[config.mk]
export PLATFORM = sky130hd
export DESIGN_NAME = truth_table_engine
export DESIGN_NICKNAME = d
export VERILOG_FILES = /design/src/rtl/truth_table_engine.sv
export SDC_FILE = /design/constraint.sdc
export NUM_CORES = 1
export LEC_CHECK = 0
export ABC_CLOCK_PERIOD_IN_PS = 5600
export BUFFER_PORTS_ARGS = -buffer_cell sky130_fd_sc_hd__buf_2
export CORE_AREA = 2 2 143 145
export DETAILED_ROUTE_END_ITERATION = 16
export DIE_AREA = 0 0 145 147
export GPL_TIMING_DRIVEN = 0
export PLACE_DENSITY_LB_ADDON = 0.05
export SYNTH_ARGS = -nofsm -noshare
export SYNTH_HDL_FRONTEND = slang
export SYNTH_SLANG_ARGS = --single-unit
[constraint.sdc]
create_clock -name clk -period 5.6 [get_ports clk]
set_input_delay 0.56 -clock clk [delete_from_list [all_inputs] [get_ports clk]]
set_output_delay 0.56 -clock clk [all_outputs]
set_load 0.1 [all_outputs]
[src/rtl/truth_table_engine.sv]
// ============================================================================
//  Module      : truth_table_engine
//  Description : Programmable truth table with registered lookup and a
//                valid/ready sweep that streams every row in index order.
//  Revision    : 1.0 - initial release
// ============================================================================
`default_nettype none

module truth_table_engine #(
   parameter int N_IN  = 4,
   parameter int N_OUT = 6
) (
   input  logic             clk,
   input  logic             rst,
   input  logic             wr_en,
   input  logic [N_IN-1:0]  wr_addr,
   input  logic [N_OUT-1:0] wr_data,
   output logic             wr_err,
   input  logic             eval_en,
   input  logic [N_IN-1:0]  eval_in,
   output logic [N_OUT-1:0] eval_out,
   output logic             eval_valid,
   input  logic             sweep_start,
   output logic             row_valid,
   input  logic             row_ready,
   output logic [N_IN-1:0]  row_idx,
   output logic [N_OUT-1:0] row_out,
   output logic             row_last,
   output logic             busy,
   output logic             done
);

   typedef enum logic [1:0] {
      S_IDLE  = 2'd0,
      S_SWEEP = 2'd1,
      S_DONE  = 2'd2
   } state_t;

   localparam int              c_ROWS = 1 << N_IN;
   localparam logic [N_IN-1:0] c_LAST = '1;
   localparam logic [N_IN-1:0] c_ONE  = N_IN'(1);

   state_t           r_state;
   state_t           w_state_nxt;
   logic [N_IN-1:0]  r_cnt;
   logic [N_IN-1:0]  w_cnt_nxt;
   logic [N_OUT-1:0] r_table [c_ROWS];
   logic [N_OUT-1:0] r_eval_out;
   logic             r_eval_valid;
   logic             r_wr_err;
   logic             w_sweep;
   logic             w_xfer;
   logic             w_wr_ok;

   assign w_sweep = (r_state == S_SWEEP);
   assign w_xfer  = w_sweep && row_ready;
   assign w_wr_ok = wr_en && !w_sweep;

   always_comb begin
      w_state_nxt = r_state;
      w_cnt_nxt   = r_cnt;
      case (r_state)
         S_IDLE: begin
            if (sweep_start) begin
               w_state_nxt = S_SWEEP;
               w_cnt_nxt   = '0;
            end
         end
         S_SWEEP: begin
            if (w_xfer) begin
               if (r_cnt == c_LAST) begin
                  w_state_nxt = S_DONE;
                  w_cnt_nxt   = '0;
               end else begin
                  w_cnt_nxt = r_cnt + c_ONE;
               end
            end
         end
         S_DONE:  w_state_nxt = S_IDLE;
         default: w_state_nxt = S_IDLE;
      endcase
   end

   always_ff @(posedge clk or posedge rst) begin
      if (rst) begin
         r_state <= S_IDLE;
         r_cnt   <= '0;
      end else begin
         r_state <= w_state_nxt;
         r_cnt   <= w_cnt_nxt;
      end
   end

   // Writes are locked out during a sweep so the streamed rows stay coherent.
   always_ff @(posedge clk or posedge rst) begin
      if (rst) begin
         for (int i = 0; i < c_ROWS; i++) begin
            r_table[i] <= '0;
         end
      end else if (w_wr_ok) begin
         r_table[wr_addr] <= wr_data;
      end
   end

   always_ff @(posedge clk or posedge rst) begin
      if (rst) begin
         r_eval_out   <= '0;
         r_eval_valid <= 1'b0;
         r_wr_err     <= 1'b0;
      end else begin
         r_eval_valid <= eval_en;
         r_wr_err     <= wr_en && w_sweep;
         if (eval_en) begin
            r_eval_out <= r_table[eval_in];
         end
      end
   end

   assign wr_err     = r_wr_err;
   assign eval_out   = r_eval_out;
   assign eval_valid = r_eval_valid;
   assign row_valid  = w_sweep;
   assign row_idx    = w_sweep ? r_cnt : '0;
   assign row_out    = w_sweep ? r_table[r_cnt] : '0;
   assign row_last   = w_sweep && (r_cnt == c_LAST);
   assign busy       = w_sweep;
   assign done       = (r_state == S_DONE);

endmodule

`default_nettype wire

==> flow_summary.yaml <==
outcome:
  status: "complete, no violations"
clock_tree:
  clkSlewWorstSetupHoldPaths_ns: 0.07
  numCtsBuffers: 9
  cts_buffer_depth: 2
  root_buffer: "clkbuf_16"
  tritoncts: "yes"
  cts_max_level: 3
  clkLatencyLatePin_ns: 0.35
  ctsHoldBuffers: 0
  cts_sinks: 110
  cts_resized: 0
  post_cts_buffers: 0
detailed_routing:
  drt_iter0_drc: 278
  route.detailed.drc: 0
  antenna_left: 0
  vias_per_cell: 5.28
  first_pass_iters: 5
  routed_wl_um: 19200
  routedWlPerCell_um: 26.2
  vias: 3861
pwr:
  switching_share_pct: 40.8
  power_uw: 2940
  clock_power_share_pct: 23.4
  p_seq_share_pct: 36.1
  power_leakage_uw: 0.00300
  combPwrFrac_pct: 40.5
  p_int_uw: 1740
  p_sw_uw: 1200
  ir_worst_vdd_v: 0.000130
  power.density_mw_per_mm2: 441
floorplan:
  start_util_pct: 29.3
  placementRows: 52
  die_h_um: 147
  core-area_mm2: 0.0198
  die-area_mm2: 0.0213
  io-pin-count: 42
  die_w_um: 145
sta:
  rsz0062_at_grt: "no"
  finClkSkew_ns: 0.00503
  finalCriticalPeriod_ns: 3.45
  maxSlewHeadroom_pct: 17.4
  finalCritPeriodShare_pct: 61.6
  slew_violations: 0
  setup_slack_ns: 2.15
  setup_viol: 0
  worst_pin_slew_ns: 1.23
  hold_slack_ns: 0.193
  finalSetupTns_ns: 0
  hold_viol: 0
  fmax_mhz: 290
worst_setup_path:
  ff2ff_path_depth: 4
  critPathMaxFanout: 10
  start_kind: "flop"
  cp.required_ns: 5.04
  crit_arrival_ns: 2.89
  crit_type: "reg -> out"
  critPathCaptureType: "output port"
final_layout:
  stdcell_count: 731
  final_common_cell: "dfrtp_1"
  antenna_cells: 0
  fin_nets: 478
  final_layout_size_suffix_gt1_share_pct: 46.2
  syn_to_final_growth_pct: 14.8
  layout_common_cells: "110 x dfrtp_1, 104 x mux2_2, 46 x buf_2"
  fillerInstances: 1973
place:
  hpwlAfterDp_um: 13100
  place_ws_ns: 2.48
  gp_congestion: 0.793
  io_buffers: 37
  dpl.cell_count: 716
global_route:
  grt-ovfl-total: 0
  grt_first_pass_wirelength_um: 28200
  grt_use_total_pct: 18.5
  grt_pass1_vias: 4044
  grt_max_degree: 78
  antenna_found_initial: 0
logic_synthesis:
  avgSynthCellArea_um2: 14.2
  ys_types: 33
  syn-num-nets: 429
  ys_warn_count: 0
  ys_ff_latch: 110
  netlist_instances: 408
  syn-cell-area_mm2: 0.00581
  ys_seq_area_share_pct: 47.4
worst_hold_path:
  worstHoldPathType: "in -> async"
run:
  cap_violations: 0
cell type report:
cell class              count  area (um2)  area share (%)
repair buffers             38         213            3.19
plain buffers              27         116            1.74
well taps                 270         338            5.06
clock buffers              10         229            3.43
multi-input cells         267        2930            43.9
clock inverters             5        75.1            1.13
inverters                   4        20.0           0.300
flip-flops and latches    110        2750            41.3
state kept, by name (all words and copies together), names as in the netlist:
signal,flops
r_table,96
eval_out,6
r_cnt,4
r_state,2
eval_valid,1
wr_err,1
through the flow:
| stage | cell area (um2) | utilization (%) |
|---|---|---|
| 2_1_floorplan | 5810 | - |
| 3_3_place_gp | 6340 | 31.9 |
| 3_5_place_dp | 6370 | 32.1 |
| 4_1_cts | 6670 | 33.6 |
| 5_1_grt | 6670 | 33.6 |
| 6_report | 6670 | 33.6 |
synthesized netlist by cell type:
| cell type | count | area, um2 |
|---|---|---|
| o211a_1 | 3 | 30.0 |
| o31ai_1 | 1 | 7.51 |
| o32ai_1 | 4 | 35.0 |
| o2bb2ai_1 | 1 | 8.76 |
| and2_1 | 7 | 43.8 |
| nand3_1 | 3 | 15.0 |
| a21oi_1 | 8 | 40.0 |
| nand2_1 | 11 | 41.3 |
| nand4b_1 | 2 | 17.5 |
| mux4_2 | 40 | 901 |
| mux2i_1 | 21 | 210 |
| nor2b_1 | 3 | 18.8 |
| nand2b_1 | 8 | 50.1 |
| inv_2 | 1 | 3.75 |
| buf_1 | 6 | 22.5 |
| inv_1 | 3 | 11.3 |
| a21o_1 | 1 | 7.51 |
| o21ai_0 | 4 | 20.0 |
| nor3_2 | 3 | 30.0 |
| nor2_1 | 13 | 48.8 |
| nand3b_1 | 5 | 37.5 |
| dfrtp_1 | 110 | 2750 |
| a32o_1 | 3 | 30.0 |
| buf_2 | 9 | 45.0 |
| a211oi_1 | 3 | 22.5 |
| mux2_2 | 104 | 1170 |
| ha_1 | 1 | 12.5 |
| buf_4 | 1 | 7.51 |
| or2_2 | 1 | 6.26 |
| nand4_1 | 1 | 6.26 |
| o22ai_1 | 15 | 93.8 |
| clkbuf_1 | 11 | 41.3 |
| nor4b_4 | 1 | 23.8 |
routing by layer:
metal | part of all wire, % | track usage (%) | wire [um] | vias up
li1 | - | - | - | 1667
met1 | 42 | 23.5 | 8030 | 2041
met2 | 49 | 31.0 | 9360 | 120
met3 | 5.5 | 3.60 | 1050 | 33
met4 | 3.9 | 8.27 | 741 | 0
met5 | 0 | 0 | 0 | -
final timing paths:
kind	from	to	slack (ns)
setup / recovery	r_cnt[1]	row_out[5]	2.15
hold / removal	rst	r_table[58]	0.19
setup reg to reg	r_state[0]	r_table[37]	3.12
hold reg to reg	r_state[1]	r_state[0]	0.47
max in group asynchronous	rst	r_table[80]	4.69
min in group clk	eval_en	eval_valid	0.41
critical path, cell delays in order (launching register included):
cell and delay [ns]:
dfrtp_1 0.50, buf_1 0.64, nor2_1 0.27, a32o_1 0.28
o32ai_1 0.35, buf_2 0.50
kinds of logic (layout without fill, tap and decap cells):
kind of cell	count (synthesis)	in the layout	synth area share, %
and+or+nand+nor	58	58	5.83
muxes	165	165	39.3
AOI/OAI and AO/OA	43	43	5.08
buffers and inverters	31	84	2.26
adders and majority gates	1	1	0.215
DFF	110	110	47.4
power groups by stage:
stage | logic (uW) | clock network [uW] | registers (uW)
final | 1190 | 689 | 1060
after global routing | 1260 | 737 | 1080
after CTS | 1200 | 708 | 1060
after detailed placement | 1200 | 0 | 1080
after global placement | 1190 | 0 | 1080
after floorplan | 909 | 0 | 1070
Power figures use the tool's default switching activity.
